### src/rtl/bin_log_scaler.sv
// Bin magnitude to 8-bit pseudo-log with noise floor, shift gain and saturation; 3-cycle pipeline.
// Optional per-bin peak-hold with linear decay: define BIN_LOG_SCALER_PEAK_HOLD_EN.
module bin_log_scaler #(
    parameter int         FREQ_BINS  = 320,
    parameter int         ADDR_W     = 9,
    parameter int         BIN_W      = 16,
    parameter logic [7:0] FLOOR      = 8'h40,
    parameter int         GAIN_SHIFT = 1,
    parameter int         DECAY      = 2
) (
    input  logic              clk,
    input  logic              reset,
    input  logic              in_valid,
    input  logic [BIN_W-1:0]  in_bin,
    input  logic [ADDR_W-1:0] in_addr,
    input  logic              in_last,
    output logic              busy,
    output logic              out_valid,
    output logic [ADDR_W-1:0] out_addr,
    output logic [7:0]        out_data,
    output logic              out_last,
    output logic [ADDR_W-1:0] frame_clips
);

    typedef enum logic {CLEAR, RUN} state_t;

`ifdef BIN_LOG_SCALER_PEAK_HOLD_EN
    localparam logic [ADDR_W:0] N_BINS  = (ADDR_W+1)'(FREQ_BINS);
    localparam logic [7:0]      DECAY_L = 8'(DECAY);
    localparam logic [ADDR_W:0] CLR_END = N_BINS;
`else
    localparam logic [ADDR_W:0] CLR_END = '0;
`endif

    // Leading-one exponent with the next four bits as mantissa, zero-padded on the right.
    function automatic logic [7:0] pseudo_log(input logic [15:0] x);
        logic [3:0]  p;
        logic [15:0] sh;
        p = 4'd0;
        for (int i = 0; i < 16; i++)
            if (x[i]) p = 4'(i);
        sh = x << (4'd15 - p);
        return {p, sh[14:11]};
    endfunction

    // Returns {clip, s}: floor subtract clamped at zero, shift gain, saturate to 8 bits.
    function automatic logic [8:0] scale_sat(input logic [7:0] lg);
        logic signed [8:0] d;
        logic [10:0]       s;
        d = $signed({1'b0, lg}) - $signed({1'b0, FLOOR});
        if (d < 0) d = '0;
        s = {3'b000, d[7:0]} << GAIN_SHIFT;
        if (s > 11'd255) return {1'b1, 8'hFF};
        else             return {1'b0, s[7:0]};
    endfunction

`ifdef BIN_LOG_SCALER_PEAK_HOLD_EN
    function automatic logic [7:0] decay_peak(input logic [7:0] p);
        return (p > DECAY_L) ? p - DECAY_L : 8'h00;
    endfunction
`endif

    state_t            state, state_nx;
    logic [ADDR_W:0]   clr_cnt, clr_cnt_nx;
    logic              accept;

    always_ff @(posedge clk) begin
        if (reset) begin
            state   <= CLEAR;
            clr_cnt <= '0;
        end else begin
            state   <= state_nx;
            clr_cnt <= clr_cnt_nx;
        end
    end

    always_comb begin
        state_nx   = state;
        clr_cnt_nx = clr_cnt;
        busy       = 1'b0;
        case (state)
            CLEAR: begin
                busy = 1'b1;
                if (clr_cnt == CLR_END) state_nx   = RUN;
                else                    clr_cnt_nx = clr_cnt + 1'b1;
            end
            default: ;
        endcase
    end

    assign accept = in_valid & ~busy;

    // Stage 1: pseudo-log
    logic              vld_p0, last_p0;
    logic [7:0]        log_p0;
    logic [ADDR_W-1:0] addr_p0;

    always_ff @(posedge clk) begin
        if (reset) vld_p0 <= 1'b0;
        else       vld_p0 <= accept;
        if (accept) begin
            log_p0  <= pseudo_log(in_bin);
            addr_p0 <= in_addr;
            last_p0 <= in_last;
        end
    end

    // Stage 2: floor, gain, saturation; peak read issued here
    logic              vld_p1, last_p1, clip_p1;
    logic [7:0]        s_p1;
    logic [ADDR_W-1:0] addr_p1;
    logic [8:0]        scaled;
    logic [7:0]        out_s3;

    assign scaled = scale_sat(log_p0);

    always_ff @(posedge clk) begin
        if (reset) vld_p1 <= 1'b0;
        else       vld_p1 <= vld_p0;
        if (vld_p0) begin
            s_p1    <= scaled[7:0];
            clip_p1 <= scaled[8];
            addr_p1 <= addr_p0;
            last_p1 <= last_p0;
        end
    end

`ifdef BIN_LOG_SCALER_PEAK_HOLD_EN
    logic [7:0] peak_ram [FREQ_BINS];
    logic [7:0] pk_p1, q_s3;
    logic       rng_p0, rng_p1, fwd;

    assign rng_p0 = {1'b0, addr_p0} < N_BINS;
    // The bin in stage 3 writes on the same edge this read samples, so bypass it.
    assign fwd    = vld_p1 & rng_p1 & (addr_p1 == addr_p0);

    always_ff @(posedge clk) begin
        if (vld_p0) begin
            rng_p1 <= rng_p0;
            if (fwd)         pk_p1 <= out_s3;
            else if (rng_p0) pk_p1 <= peak_ram[addr_p0];
            else             pk_p1 <= 8'h00;
        end
        if (state == CLEAR && clr_cnt < N_BINS)
            peak_ram[clr_cnt[ADDR_W-1:0]] <= 8'h00;
        else if (vld_p1 && rng_p1)
            peak_ram[addr_p1] <= out_s3;
    end

    assign q_s3   = decay_peak(pk_p1);
    assign out_s3 = (rng_p1 && q_s3 > s_p1) ? q_s3 : s_p1;
`else
    assign out_s3 = s_p1;
`endif

    // Stage 3: output register, peak write-back and clip accounting
    logic [ADDR_W-1:0] clip_cnt, clip_inc;

    assign clip_inc = (clip_p1 && clip_cnt != '1) ? clip_cnt + 1'b1 : clip_cnt;

    always_ff @(posedge clk) begin
        if (reset) begin
            out_valid   <= 1'b0;
            out_last    <= 1'b0;
            out_addr    <= '0;
            out_data    <= 8'h00;
            frame_clips <= '0;
            clip_cnt    <= '0;
        end else begin
            out_valid <= vld_p1;
            out_last  <= vld_p1 & last_p1;
            if (vld_p1) begin
                out_addr <= addr_p1;
                out_data <= out_s3;
                if (last_p1) begin
                    frame_clips <= clip_inc;
                    clip_cnt    <= '0;
                end else begin
                    clip_cnt    <= clip_inc;
                end
            end
        end
    end

endmodule
### config.mk
export PLATFORM = sky130hd
export DESIGN_NAME = bin_log_scaler
export DESIGN_NICKNAME = d
export VERILOG_FILES = /design/src/rtl/bin_log_scaler.sv
export SDC_FILE = /design/constraint.sdc
export NUM_CORES = 1
export LEC_CHECK = 0
export CORE_MARGIN = 5
export CORE_UTILIZATION = 55
export DETAILED_ROUTE_END_ITERATION = 6
export PLACE_DENSITY_LB_ADDON = 0.2
export SYNTH_ARGS = -nofsm -noshare
export SYNTH_HDL_FRONTEND = slang
export SYNTH_SLANG_ARGS = --single-unit
### constraint.sdc
create_clock -name clk -period 5.1 [get_ports clk]
set_clock_uncertainty 0.1 [all_clocks]
set_input_delay 1.53 -clock clk [delete_from_list [all_inputs] [get_ports clk]]
set_output_delay 1.53 -clock clk [all_outputs]
set_load 0.02 [all_outputs]
==> results.toml <==
[timing]
finalSetupTns_ps = 0
rsz0062_at_grt = "false"
maxSlewViolCount = 0
period_share_pct = 75.68
maxSlewHeadroom_pct = 41.42
setup_viol = 0
timing_hold_violations_final = 0
worstMarginPinSlew_ps = 876.9
fmax_ghz = 0.2591
fin_crit_ps = 3860

[critical_path]
required_ps = 5060
end_kind = "flip-flop"
timing.rr.end = "clip_cnt[7]"
crit_path_start_kind = "input port"
r2r_setup_slack_ps = 2550
crit_path_start = "in_bin[9]"
worstRegToRegCells = 11
r2r_start = "clip_cnt[0]"
worstPathArrival_ps = 3820
crit_type = "in -> reg"
endpoint = "log_p0[2]"
cp_max_fo = 12

[synth]
syn_avg_cell_area_sq_um = 10.10
async_flop_share_pct = 0
synth_edf_count = 36
syn_nets = 409
ys_warn_count = 0
synth-seq-cells = 86
synth_top_flop_cell = "dfxtp_1"
syn_area_sq_um = 3797
synth_cell_types = 53
syn_inst = 376
ys_seq_area_share_pct = 54.83

[place]
port_buffers = 57
gp_congestion = 0.9022
post-dp-hpwl_mm = 5.491

[routing]
vias = 2876
drc_errors = 0
drt_iter0_drc = 87
firstDrtPassIters = 4
ant_nets = 0
drt-total-wl_mm = 7.695
via_per_inst = 5.584
drt-wirelength-per-cell_um = 14.94

[global_route]
grt_pass1_wl_mm = 12.53
use_met1_pct = 21.30
use_met3_pct = 4.103
antenna_found_initial = 0
track_usage_pct = 18.28
grt_pass1_vias = 2810
overflow = 0
grt_max_degree = 50
grt.busiest_layer = "met2"
grt_use_met2_pct = 31.73

[die]
coreArea_sq_um = 6756
rows = 30
dieWidth_um = 93.09
start_util_pct = 56.20
dieArea_sq_um = 8666
die_h_um = 93.09
ioPinCount = 58

[clock_network]
h-tree-depth = 3
root_buffer = "clkbuf_8"
cts_tree = "built"
holdBufCountCts = 0
cts_buffer_depth = 2
clock_latency_ps = 340
cts_inserted_buffers = 9
post_cts_resized = 0
cts_setup_buffers = 0
path_clk_slew_ps = 90
cts_num_sinks = 86

[min_path]
hold_start = "addr_p0[3]"
hp-class = "reg -> reg"

[layout]
utilization_pct = 68.56
syn_to_final_growth_pct = 21.98
drive_gt1_share_pct = 5.517
fin_nets = 463
diodes = 0

[job]
drv_cap = 0

[pwr]
leakage_nw = 1.603
ir_drop_v = 0.0001354
power_density_nw_per_um2 = 299.4
finalPower_w = 0.001387

[status]
outcome = "finished, final reports clean"
where the power goes:
group          internal (W)  switching [W]  leakage [nW]
clock network      0.000282       0.000245         0.111
logic             0.0000539      0.0000655         0.770
registers          0.000733     0.00000826         0.722
worst min-delay path by stage:
stage	end	cells after the start
final	addr_p1[3]	0
after floorplan	addr_p1[0]	0
after detailed placement	addr_p1[8]	0
after CTS	addr_p1[8]	0
after global routing	addr_p1[3]	0
after global placement	addr_p1[0]	0
placed cells by master, fill, tap and decap left out, types with 4 or more instances in the layout:
master           instances
a211oi_1                 7
a21oi_1                 15
a22oi_1                  5
and2_1                   5
and3_1                   5
clkbuf_8                 9
clkdlybuf4s50_1         56
dfxtp_1                 50
edfxtp_1                36
ha_1                     4
inv_1                   11
maj3_1                   6
mux2i_1                 25
nand2_1                 28
nand2b_1                 7
nand3_1                  8
nor2_1                  64
nor2b_1                  6
nor3_1                   6
o21ai_0                 13
o21ai_1                  4
or3_1                    4
xnor2_1                  6
xor2_1                   7
per-layer routing:
| metal | vias up | wire length (um) | part of all wire, % |
|---|---|---|---|
| li1 | 1444 | - | - |
| met1 | 1334 | 3400 | 44 |
| met2 | 81 | 3744 | 49 |
| met3 | 17 | 328 | 4.3 |
| met4 | 0 | 223 | 2.9 |
| met5 | - | 0 | 0 |
through the flow:
step | setup WS, ps | cell area [sq um] | cells | hold slack, ps
2_1_floorplan | 1817 | 3797 | 376 | 300.3
3_3_place_gp | 981.1 | 4405 | 499 | 301.3
3_5_place_dp | 923.3 | 4405 | 499 | 306.2
4_1_cts | 1308 | 4632 | 515 | 317.2
5_1_grt | 1023 | 4632 | 515 | 317.4
6_report | 1240 | 4632 | 515 | 320.1
sequential cells by signal, summed over array words and instances, names as in the netlist, 7 cells and up:
name         flops
out_s3           7
log_p0           8
clr_cnt         10
frame_clips      9
out_addr         9
out_data         8
clip_cnt         9
addr_p0          9
addr_p1          9
synth_stat cells (3+ instances only):
library cell / instances / share of area, %
nand2b_1: 7 / 1.2
nand3_1: 8 / 1.1
inv_2: 3 / 0.30
o21ai_1: 4 / 0.53
o21ai_0: 13 / 1.7
mux2i_1: 25 / 6.6
nor2b_1: 6 / 0.99
and2_1: 5 / 0.82
a211oi_1: 7 / 1.4
nor2_1: 64 / 6.3
nand2_1: 28 / 2.8
maj3_1: 6 / 1.6
xor2_1: 7 / 1.6
xnor2_1: 6 / 1.4
a21oi_1: 15 / 2.0
o22ai_1: 3 / 0.49
dfxtp_1: 50 / 26
a22oi_1: 5 / 0.99
or3_1: 4 / 0.66
nor4_1: 3 / 0.49
edfxtp_1: 36 / 28
buf_1: 4 / 0.40
inv_1: 11 / 1.1
ha_1: 4 / 1.3
nor3_1: 6 / 0.79
clkbuf_1: 9 / 0.89
and3_1: 5 / 0.82
kinds of logic (layout without fill, tap and decap cells):
group                    Yosys count  count (layout)  synth area share [%]
multiplexers                      25              25                 6.590
AO/OA/AOI/OAI                     72              72                 12.69
AND/OR/NAND/NOR                  141             141                 16.90
flip-flops                        86              86                 54.83
adder cells (fa/ha/maj)           10              10                 2.900
XOR/XNOR                          13              13                 2.998
buffers and inverters             29              88                 3.097
layout make-up:
cell class              count  area [sq um]
clock buffers               9         123.9
clock inverters             7         102.6
fillers                   531          2125
inverters                  14         52.55
multi-input cells         261          1598
flip-flops and latches     86          2082
well taps                  80         100.1
repair buffers             58         573.1
worst max-delay path: stages:
cell and delay (ps):
clkdlybuf4s50_1 580, nor2_1 90, o31a_1 250, a21boi_1 710, inv_2 190, o32ai_1 380
a32oi_1 90
No activity file was read; power rests on OpenSTA's default activity.
